$ cat src/rtl/edge_event_arbiter.sv
// edge_event_arbiter: per-channel rising-edge detectors feeding sticky pending
// requests, served round-robin over a single valid/ready event port.
//
// Ports:
//   clk        system clock, all state on rising edge
//   rst        asynchronous active-high reset
//   in         [N_CH] raw level inputs (synchronous to clk)
//   evt_valid  event offered; high only while the arbiter is in OFFER
//   evt_ready  consumer handshake
//   evt_id     [ID_W] channel of the offered event, stable while valid
//   ovf        [N_CH] sticky per-channel overflow (edge arrived while pending)
//   ovf_clr    one-cycle pulse clearing all ovf bits
//   dbg_state  arbiter state: 00 IDLE, 01 OFFER, 10 ACK

// edge_event_det: 3-state Moore rising-edge detector for one channel.
// Ports: clk, rst, in (level), edge_pulse (one cycle per 0->1 transition).
module edge_event_det (
  input  logic clk,
  input  logic rst,
  input  logic in,
  output logic edge_pulse
);
  localparam logic [1:0] D_LOW  = 2'b00;
  localparam logic [1:0] D_RISE = 2'b01;
  localparam logic [1:0] D_HIGH = 2'b10;

  logic [1:0] st;

  always_ff @(posedge clk or posedge rst) begin
    if (rst) st <= D_LOW;
    else begin
      case (st)
        D_LOW:   st <= in ? D_RISE : D_LOW;
        D_RISE:  st <= in ? D_HIGH : D_LOW;
        D_HIGH:  st <= in ? D_HIGH : D_LOW;
        default: st <= D_LOW;
      endcase
    end
  end

  assign edge_pulse = (st == D_RISE);
endmodule

module edge_event_arbiter #(
  parameter  int N_CH = 4,
  localparam int ID_W = $clog2(N_CH)
) (
  input  logic            clk,
  input  logic            rst,
  input  logic [N_CH-1:0] in,
  output logic            evt_valid,
  input  logic            evt_ready,
  output logic [ID_W-1:0] evt_id,
  output logic [N_CH-1:0] ovf,
  input  logic            ovf_clr,
  output logic [1:0]      dbg_state
);
  localparam logic [1:0] S_IDLE  = 2'b00;
  localparam logic [1:0] S_OFFER = 2'b01;
  localparam logic [1:0] S_ACK   = 2'b10;

  logic [1:0]      state;
  logic [ID_W-1:0] ptr;
  logic [N_CH-1:0] edge_pulse;
  logic [N_CH-1:0] pending;
  logic [N_CH-1:0] clr_mask;
  logic [N_CH-1:0] ovf_set;
  logic [ID_W-1:0] pick;
  logic            accept;
  int              best;

  edge_event_det u_det [N_CH-1:0] (
    .clk        (clk),
    .rst        (rst),
    .in         (in),
    .edge_pulse (edge_pulse)
  );

  assign accept = (state == S_OFFER) && evt_ready;

  always_comb begin
    clr_mask = '0;
    if (accept) clr_mask[evt_id] = 1'b1;
  end

  // A new edge on a channel whose request is being consumed this cycle
  // simply re-arms it; only an edge on a still-pending request is lost.
  assign ovf_set = edge_pulse & pending & ~clr_mask;

  always_ff @(posedge clk or posedge rst) begin
    if (rst) begin
      pending <= '0;
      ovf     <= '0;
    end else begin
      pending <= (pending & ~clr_mask) | edge_pulse;
      ovf     <= (ovf_clr ? '0 : ovf) | ovf_set;
    end
  end

  // Round-robin pick: pending channel with the smallest distance from ptr
  // (distance measured upward, wrapping mod N_CH).
  always_comb begin
    pick = '0;
    best = N_CH;
    for (int i = 0; i < N_CH; i++) begin
      if (pending[i] && (((i + N_CH - int'(ptr)) % N_CH) < best)) begin
        best = (i + N_CH - int'(ptr)) % N_CH;
        pick = ID_W'(i);
      end
    end
  end

  always_ff @(posedge clk or posedge rst) begin
    if (rst) begin
      state  <= S_IDLE;
      evt_id <= '0;
      ptr    <= '0;
    end else begin
      case (state)
        S_IDLE: begin
          if (|pending) begin
            state  <= S_OFFER;
            evt_id <= pick;
          end
        end
        S_OFFER: begin
          // No timeout: the grant is held until the consumer takes it.
          if (evt_ready) begin
            state <= S_ACK;
            ptr   <= (int'(evt_id) == N_CH - 1) ? '0 : evt_id + ID_W'(1);
          end
        end
        S_ACK:   state <= S_IDLE;
        default: state <= S_IDLE;
      endcase
    end
  end

  // Decoded straight from the state flop, so no combinational path from
  // evt_ready or in to any output.
  assign evt_valid = (state == S_OFFER);
  assign dbg_state = state;
endmodule
$ cat config.mk
export PLATFORM = sky130hd
export DESIGN_NAME = edge_event_arbiter
export DESIGN_NICKNAME = d
export VERILOG_FILES = /design/src/rtl/edge_event_arbiter.sv
export SDC_FILE = /design/constraint.sdc
export NUM_CORES = 1
export LEC_CHECK = 0
export BUFFER_PORTS_ARGS = -buffer_cell sky130_fd_sc_hd__buf_4
export CAP_MARGIN = 10
export CORE_MARGIN = 1.5
export CORE_UTILIZATION = 55
export CTS_CLUSTER_SIZE = 8
export DETAILED_ROUTE_END_ITERATION = 10
export PLACE_DENSITY = 0.85
export SLEW_MARGIN = 20
export SYNTH_ARGS = -nofsm -noshare
export SYNTH_HDL_FRONTEND = slang
export SYNTH_SLANG_ARGS = --single-unit
$ cat constraint.sdc
create_clock -name clk -period 2.5 [get_ports clk]
set_input_delay 0.125 -clock clk [delete_from_list [all_inputs] [get_ports clk]]
set_output_delay 0.125 -clock clk [all_outputs]
set_load 0.01 [all_outputs]
[Word-level counts from Yosys, hierarchy flattened]
Cells that the tools add are included.
Operators by class
  mux-type cells: 26
  order comparisons: 6
  add/sub/neg operators: 5
  bitwise gates (word level): 10
  eq/ne operators: 12
  reduce and logical (&&, ||, !) cells: 23
Operators with widths (number)
  $lt A3 B32 Y1: 3
  $mux W32: 3
  $pmux W2 S2: 5
  $mux W2: 9
  $reduce_or A2 Y1: 8
  $sub A3 B2 Y4 const A: 4
  $and A4 B4 Y4: 3
  $eq A2 B1 Y1 const B: 6
  $logic_not A2 Y1: 5
  $eq A2 B2 Y1 const B: 4
  $mux W4: 2
  $or A4 B4 Y4: 2
  $logic_and A1 B1 Y1: 6
  $mux W1: 6
  $reduce_and A2 Y1: 3
  $and A1 B1 Y1: 4
  $lt A3 B4 Y1 const B: 1
  $not A4 Y4: 1
  $reduce_or A4 Y1: 1
  $lt A2 B3 Y1 const B: 1
  $add A2 B1 Y2 const B: 1
  $demux W1 S2: 1
  $ge A2 B1 Y1 const B: 1
  $ne A2 B1 Y1 const B: 1
  $ne A2 B2 Y1 const B: 1
Word-level totals
  word-level logic and storage cells: 91
  bits of input ports: 8
  output and inout port bits: 9
  flip-flop bits (word level): 22

[Logic depth before layout (Yosys ltp)]
Gate-level depths: netlist of run 1.
  word-level depth: 15
  depth in mapped cells: 12
  depth with buffers taken out: 12

[Cells and area by module]
Synthesis of run 1 repeated with hierarchy kept, for this count alone.
Unflattened totals
  cell total of the unflattened synthesis: 123
  area, all modules: 1241.2 µm²
Modules (own cells, without submodules)
  edge_event_arbiter: sequential area each 350.3 µm², area an instance 785.8 µm², cells each 83, times used 1
  edge_event_det: sequential area each 50.0 µm², area an instance 113.9 µm², cells each 10, times used 4

[Worst setup path after synthesis of run 1]
OpenSTA, ideal clock, no wires.
  kind: reg2reg
  from: register ptr[1]
  to: register evt_id[1]
  period minus slack after synthesis: 2.289 ns
  arrival time: 2.164 ns
  path slack: 0.211 ns
  data required time: 2.376 ns
  path buffers: 0
  setup time: 0.124 ns
  stages on the path, launching flop included: 13
  path through: dfrtp_1 -> nand2b_1 -> nor3b_1 -> a21oi_1 -> ha_1 -> o22ai_1 -> o21ai_1 -> nor2_1 -> a21o_1 -> ha_1 -> o311ai_2 -> a21oi_2 -> o21ai_1
Between the ends
  word-level cells in the longest chain between the ends: 15
  elaborated cells on any way between the ends: 25
  classes of those cells: 4 x add/sub; 4 x order compare; 5 x mux; 4 x bitwise; 8 x reduce/logical
Ends and longest elaborated chain
  from (decl): RTL line 63  | logic [ID_W-1:0] ptr;
  from (signal assigned): RTL line 130  | ptr <= (int'(evt_id) == N_CH - 1) ? '0 : evt_id + ID_W'(1);
  $sub A3 B2 Y4: RTL line 106, 107
  $reduce_or A2 Y1 (no source line)
  $and A1 B1 Y1 (no source line)
  $lt A3 B4 Y1: RTL line 106  | if (pending[i] && (((i + N_CH - int'(ptr)) % N_CH) < best)) begin
  $logic_and A1 B1 Y1: RTL line 106
  $mux W32: RTL line 106
  $lt A3 B32 Y1: RTL line 106
  $logic_and A1 B1 Y1: RTL line 106
  $mux W32: RTL line 106
  $lt A3 B32 Y1: RTL line 106
  $logic_and A1 B1 Y1: RTL line 106
  $mux W32: RTL line 106
  $lt A3 B32 Y1: RTL line 106
  $logic_and A1 B1 Y1: RTL line 106
  $mux W2 (*): RTL line 106
  to (signal assigned): RTL line 123  | evt_id <= pick;
  to (decl): RTL line 53  | output logic [ID_W-1:0] evt_id,
Mark *: on every way between the ends. The rest lies on a longest branch, timed or not.
A chain may end at the register's enable or synchronous reset.

[Worst setup path in the final report of run 1]
  from: register pending[1]
  to: register evt_id[1]
Between the ends
  word-level cells in the longest chain between the ends: 8
  elaborated cells on any way between the ends: 11
  classes of those cells: 2 x order compare; 4 x mux; 5 x reduce/logical
Ends and longest elaborated chain
  from (decl): RTL line 65  | logic [N_CH-1:0] pending;
  from (signal assigned): RTL line 95  | pending <= (pending & ~clr_mask) | edge_pulse;
  $logic_and A1 B1 Y1: RTL line 106
  $mux W32: RTL line 106
  $lt A3 B32 Y1: RTL line 106
  $logic_and A1 B1 Y1: RTL line 106
  $mux W32: RTL line 106
  $lt A3 B32 Y1: RTL line 106
  $logic_and A1 B1 Y1: RTL line 106
  $mux W2: RTL line 106
Several ways; a longest one is shown, not always the timed one.

==> results of run 1 <==
## layer usage
layer  GRT usage [%]  share of wire [%]  routed length [um]
met1            24.9                 36                 918
met2            40.8                 56                1430
met3            4.76                4.5                 115
met4            13.4                2.7                  67
met5               0                  0                   0
## cell type report
class                      instances  area share (%)
clock buffer                       4            2.41
multi-input combinational         77            41.6
inverter                          24            5.98
tap                               27            2.24
sequential                        22            36.6
timing repair buffer              22            11.1
## cells in the final DEF, fill, tap and decap left out, types with 4 or more instances in the layout
cell type   n
and2_1      4
buf_4      21
dfrtp_1    21
ha_1       17
inv_1      23
nand2_1    15
nand3_1     6
nor2_1      5
o22ai_1     4
## metrics by stage
step                worst slack, ns  hold WS [ns]  cell area (um2)  TNS (ns)
finish                        0.106        0.0210             1510         0
global route                -0.0149      0.000165             1510   -0.0149
CTS                          0.0200        0.0149             1450         0
detailed placement           -0.104         0.345             1390    -0.183
global placement              0.138         0.322             1390         0
floorplan                     0.211         0.114             1230         0
## sequential cells by signal, indices dropped and copies added, names as in the netlist
name and flops:
dbg_state 2, evt_id 2, ovf 4, pending 4, ptr 2, u_det.st 8
## kinds of logic after synthesis
kind of cell / share of synthesized area [%]
and+or+nand+nor: 14.8
DFF: 44.9
adders and majority gates: 18.3
muxes: 0.816
AOI/OAI and AO/OA: 12.2
buffers and inverters: 8.26
xor gates and xnor gates: 0.714
## synth_stat cells (all sizes together)
cell and count:
a2111oi 1, a21o 1, a21oi 2, a22o 1, a22oi 1, a2bb2oi 1, and2 4, and3b 1
buf 1, dfrtp 22, ha 18, inv 24, mux2i 1, nand2 15, nand2b 3, nand3 6
nor2 5, nor3 1, nor3b 1, o21ai 6, o22ai 5, o311ai 1, o31ai 1, or3 1
xnor2 1
## worst max-delay path by stage
stage	end	from	cells past startpoint	slack, ns
2_1_floorplan	evt_id[1]$_DFFE_PP0P_	ptr[1]$_DFFE_PP0P_	12	0.21
3_3_place_gp	evt_id[1]$_DFFE_PP0P_	ptr[1]$_DFFE_PP0P_	12	0.14
5_1_grt	evt_id[1]$_DFFE_PP0P_	pending[1]$_DFF_PP0_	12	-0.01
4_1_cts	evt_id[1]$_DFFE_PP0P_	pending[1]$_DFF_PP0_	11	0.02
6_report	evt_id[1]$_DFFE_PP0P_	pending[1]$_DFF_PP0_	12	0.11
3_5_place_dp	evt_id[1]$_DFFE_PP0P_	ptr[1]$_DFFE_PP0P_	12	-0.10
## power by group through the flow
stage / logic, W / registers (W) / clock network, W
2_1_floorplan: 0.000694 / 0.000635 / 0
3_3_place_gp: 0.000933 / 0.000623 / 0
3_5_place_dp: 0.00101 / 0.000634 / 0
4_1_cts: 0.00110 / 0.000622 / 0.000203
5_1_grt: 0.00138 / 0.000653 / 0.000220
6_report: 0.00123 / 0.000637 / 0.000199
## what timing repair did
action	4_1_cts	5_1_grt
setup buffers	2	1
gates resized for setup	1	9
pin swaps	1	2
hold endpoints to repair	22	0
cloned	0	0
hold buffers	1	0
setup endpoints to repair	2	2
==> results.ini, run 1 <==
[run_status]
status = finished, final reports clean

[min_path]
min_delay_path_depth = 2
hold_path_end = ovf[1]$_DFF_PP0_
worstHoldStart = ovf_clr
holdCritPathClass = primary input to flop

[floorplanning]
die_h_um = 50.2
dieWidth_um = 50.2
num_rows = 16
ios = 17
dieArea_um2 = 2520
fp.coreArea_um2 = 2020
start_util_pct = 60.7

[logic_synthesis]
yosys-top-cells-area = dfrtp_1, ha_1, inv_1
ys_types = 29
ys_ff_latch = 22
postSynthCellCount = 124
ys_seq_area_share_pct = 44.9
syn_nets = 150
yosysTopAreaCell = dfrtp_1
synth_warnings = 0
synth_top_area_share_pct = 44.9
synth.avg_cell_area_um2 = 9.90
netlist_area_um2 = 1230

[worst_setup_path]
max_stage_delay_ns = 0.46
startpoint_type = flop
cp_top_family = compound AO/OA/AOI/OAI gates
arrival_ns = 2.60
reg2regPathDepth = 12
crit_chain = inv_1 > mux2i_1 > a21oi_2 > ha_4 > o22ai_2 > o21ai_2 > nor2_1 > a21o_1 > ha_1 > o311ai_2 > a21oi_2 > o21ai_1
cp-end-kind = flop
rrSetupSlack_ns = 0.11
slowest_stage = dfrtp_2
rr_startpoint = pending[1]$_DFF_PP0_
cp_common_cell = a21oi_2
path_max_fanout = 6
crit_type = flop to flop
cp_num_buf_inv = 1
crit_required_ns = 2.71
regToRegEndpoint = evt_id[1]$_DFFE_PP0P_

[route]
first_pass_iters = 4
ant_nets = 0
remaining_drc_errors = 0
via_count = 957
drt_iter0_drc = 24
wirelength_um = 2530
routedWlPerCell_um = 14.4
vias_per_cell = 5.44

[clock_network]
cts_tree = done
root_buffer = clkbuf_4
ctsHtreeMaxLevel = 1
clk-insertion-delay-late_ns = 0.32
cts_buffers = 3
clock_path_buffers = 2
clk_pin_slew_worst_paths_ns = 0.13
cts.sinks = 22

[finish]
fin_cells = 176
nets = 176
fillers = 141
diodes = 0
area.growth.synth_to_final_pct = 22.7
multi_input_area_um2 = 627
utilization_pct = 74.5
regArea_um2 = 552
drive_above_1_share_pct = 27.5

[power_and_ir_drop]
total_power_w = 0.00206
p_per_area_nw_per_um2 = 1370
p_clk_share_pct = 9.7
combPwrFrac_pct = 59.5
p_seq_share_pct = 30.9
p_int_w = 0.00119
p_sw_w = 0.000878
irDropWorstVdd_mv = 0.804
leakagePower_nw = 0.788
switching_share_pct = 42.5

[place]
dp_hpwl_um = 1770
portBuffers = 16
gp_congestion = 0.821
place_inst = 168

[global_route]
grt_max_degree = 23
grt_pass1_vias = 989
antenna_found_initial = 0
grt_first_pass_wirelength_um = 4200
track_usage_pct = 22.9
gr-total-overflow = 0

[timing]
clock.fmax_mhz = 418
min_period_ns = 2.39
post-route-period-util_pct = 95.8
final-hold-violation-count = 0
setup_violations = 0
drv_slew = 0
tightest_slew_ns = 0.836
slew_headroom_pct = 44.2
skew_ns = 0.00892

[run]
cap_violations = 0

(Power assumes the default switching activity.)
==> run 2: changes to the inputs <==
--- a/config.mk
+++ b/config.mk
@@ -5,12 +5,12 @@
 export SDC_FILE = /design/constraint.sdc
 export NUM_CORES = 1
 export LEC_CHECK = 0
-export BUFFER_PORTS_ARGS = -buffer_cell sky130_fd_sc_hd__buf_4
 export CAP_MARGIN = 10
 export CORE_MARGIN = 1.5
-export CORE_UTILIZATION = 55
+export CORE_UTILIZATION = 61
 export CTS_CLUSTER_SIZE = 8
 export DETAILED_ROUTE_END_ITERATION = 10
+export DONT_BUFFER_PORTS = 1
 export PLACE_DENSITY = 0.85
 export SLEW_MARGIN = 20
 export SYNTH_ARGS = -nofsm -noshare
==> run 2 against run 1 <==
Hold slack better by 0.015 ns. Critical path type unchanged. Wire length is 0.95% lower. Critical path depth stayed put. Clock-buffer cell count is 1 lower. Cell count is 6.8% lower. Clock power is 21% lower. Highest routed layer unchanged. Core utilization is 0.94 points lower. Largest cell class unchanged. First-iteration DRC count is 42% lower. Die area is 9.3% lower. Clock skew is 0.0016 ns lower. Power is 9.4% lower. Sequential power is 5.7% higher.
==> results.ini, run 2 (synthesis gave the netlist of run 1 again) <==
[floorplanning]
ios = 17  ; unchanged
dieWidth_um = 47.9  ; was 50.2 um
start_util_pct = 63.9  ; was 60.7%
num_rows = 16  ; unchanged
die_h_um = 47.9  ; was 50.2 um
fp.coreArea_um2 = 1920  ; was 2020 um2
dieArea_um2 = 2290  ; was 2520 um2

[clock_network]
clk_pin_slew_worst_paths_ns = 0.12  ; was 0.13 ns
clk-insertion-delay-late_ns = 0.31  ; was 0.32 ns
root_buffer = clkbuf_4  ; unchanged
cts_tree = done  ; unchanged
cts_buffers = 3  ; unchanged
cts.sinks = 22  ; unchanged
ctsHtreeMaxLevel = 1  ; unchanged
clock_path_buffers = 2  ; unchanged

[finish]
top_register = u_det.st  ; unchanged
nets = 165  ; was 176
diodes = 0  ; unchanged
fin_cells = 164  ; was 176
largest_reg_flops = 8  ; unchanged
final_cell_area_um2 = 1410  ; was 1510 um2
area.growth.synth_to_final_pct = 15.2  ; was 22.7%
drive_above_1_share_pct = 15.3  ; was 27.5%
layout_commonest_cell = inv_1  ; unchanged
fillers = 154  ; was 141
layout_top_registers = u_det.st x8, ovf x4, pending x4  ; unchanged
final_cell_mix = inv_1, dfrtp_1, ha_1, nand2_1, dlygate4sd3_1  ; was inv_1, dfrtp_1, buf_4, ha_1, nand2_1

[global_route]
grt_first_pass_wirelength_um = 3680  ; was 4200 um
antenna_found_initial = 0  ; unchanged
gr-total-overflow = 0  ; unchanged
grt_pass1_vias = 900  ; was 989
grt_max_degree = 23  ; unchanged
track_usage_pct = 23.5  ; was 22.9%

[timing]
skew_ns = 0.00729  ; was 0.00892 ns
slew_headroom_pct = 43.8  ; was 44.2%
post-route-period-util_pct = 94.4  ; was 95.8%
setup_violations = 0  ; unchanged
drv_slew = 0  ; unchanged
final-hold-violation-count = 0  ; unchanged
grt_setup_unrepaired = no
min_period_ns = 2.36  ; was 2.39 ns
tightest_slew_ns = 0.843  ; was 0.836 ns
clock.fmax_mhz = 424  ; was 418 MHz
tns_ns = 0  ; unchanged

[route]
via_count = 884  ; was 957
wirelength_um = 2500  ; was 2530 um
drt_iter0_drc = 14  ; was 24
first_pass_iters = 4  ; unchanged
remaining_drc_errors = 0  ; unchanged
vias_per_cell = 5.39  ; was 5.44
ant_nets = 0  ; unchanged
routedWlPerCell_um = 15.3  ; was 14.4 um

[min_path]
holdCritPathClass = primary input to flop  ; unchanged

[worst_setup_path]
crit_required_ns = 2.71  ; about the same
path_max_fanout = 4  ; was 6
arrival_ns = 2.57  ; was 2.60 ns
crit_type = flop to flop  ; unchanged
startpoint_type = flop  ; unchanged
cp-end-kind = flop  ; unchanged

[place]
dp_hpwl_um = 1770  ; about the same
portBuffers = 0  ; was 16
gp_congestion = 0.834  ; was 0.821
dpl_cell_area_um2 = 1260  ; was 1390 um2
place_inst = 152  ; was 168

[power_and_ir_drop]
p_int_w = 0.00105  ; was 0.00119 W
combPwrFrac_pct = 55.6  ; was 59.5%
irDropWorstVdd_mv = 0.765  ; was 0.804 mV
p_seq_share_pct = 36.0  ; was 30.9%
p_sw_w = 0.000822  ; was 0.000878 W
total_power_w = 0.00187  ; was 0.00206 W
leakagePower_nw = 0.719  ; was 0.788 nW
p_per_area_nw_per_um2 = 1320  ; was 1370 nW/um2
switching_share_pct = 44.0  ; was 42.5%
p_clk_share_pct = 8.4  ; was 9.7%

[run]
cap_violations = 0  ; unchanged

[run_status]
status = finished, final reports clean  ; unchanged

-- run 2: cell count changes in the layout (fill, tap and decap cells not counted) --
| cell | delta |
|---|---|
| o22ai_2 | -1 |
| nor3_2 | -1 |
| o22ai_1 | +1 |
| buf_4 | -17 |
| dlygate4sd3_1 | +6 |
| clkbuf_8 | -1 |
| nor3_1 | +1 |
-- run 2: timing repair --
action                     CTS  global route
hold endpoints to repair    38             0
pin swaps                    0             3
setup endpoints to repair    2             2
gates resized for setup      1             7
setup buffers                0             2
gates cloned                 0             0
hold buffers                 7             0
-- run 2: power by group through the flow --
stage	Clock [W]	Sequential [W]	Combinational, W
floorplan	0	0.000635	0.000694
global placement	0	0.000668	0.000784
detailed placement	0	0.000676	0.000864
CTS	0.000161	0.000668	0.000892
global route	0.000171	0.000693	0.00116
finish	0.000157	0.000673	0.00104
-- run 2: worst paths after layout --
kind | from | to | slack [ns] | cells after the start
min in group asynchronous | rst | ovf[1]$_DFF_PP0_ | 0.42 | 2
min | evt_ready | pending[1]$_DFF_PP0_ | 0.04 | 3
max in group asynchronous | rst | pending[1]$_DFF_PP0_ | 1.51 | 2
min reg2reg | u_det[1].st[1]$_DFF_PP0_ | u_det[1].st[0]$_DFF_PP0_ | 0.58 | 2
max | ptr[1]$_DFFE_PP0P_ | evt_id[1]$_DFFE_PP0P_ | 0.14 | 12
max reg2reg | ptr[1]$_DFFE_PP0P_ | evt_id[1]$_DFFE_PP0P_ | 0.14 | 12
-- run 2: metrics by stage --
| stage | hold WS [ns] | util [%] | setup slack (ns) |
|---|---|---|---|
| 2_1_floorplan | 0.114 | - | 0.211 |
| 3_3_place_gp | 0.205 | 65.8 | 0.135 |
| 3_5_place_dp | 0.223 | 65.8 | 0.00814 |
| 4_1_cts | 0.0350 | 70.8 | 0.0440 |
| 5_1_grt | 0.0381 | 73.6 | 0.00228 |
| 6_report | 0.0356 | 73.6 | 0.139 |
-- run 2: per-layer routing --
| layer | global-route usage, % | routed length (um) | vias to the layer above |
|---|---|---|---|
| met3 | 4.91 | 74 | 9 |
| met1 | 27.8 | 988 | 428 |
| met2 | 39.5 | 1370 | 18 |
| met4 | 13.0 | 73 | 0 |
| li1 | - | - | 429 |
| met5 | 0 | 0 | - |
-- run 2: area by class of cell --
cell class / count / area (um2) / share of cell area, %
multi-input cells: 77 / 616 / 43.5
flip-flops and latches: 22 / 552 / 39.0
repair buffers: 11 / 100 / 7.08
inverters: 24 / 90.1 / 6.37
well taps: 27 / 33.8 / 2.39
clock buffers: 3 / 22.5 / 1.59
-- run 2: critical path: stages, from the launching register on --
cell,delay [ns]
dfrtp_1,0.41
nand2b_4,0.15
nor3b_2,0.20
a21oi_2,0.07
ha_4,0.28
o22ai_1,0.08
o21ai_2,0.19
nor2_1,0.06
a21o_1,0.17
ha_1,0.29
o311ai_2,0.11
a21oi_2,0.17
o21ai_1,0.09
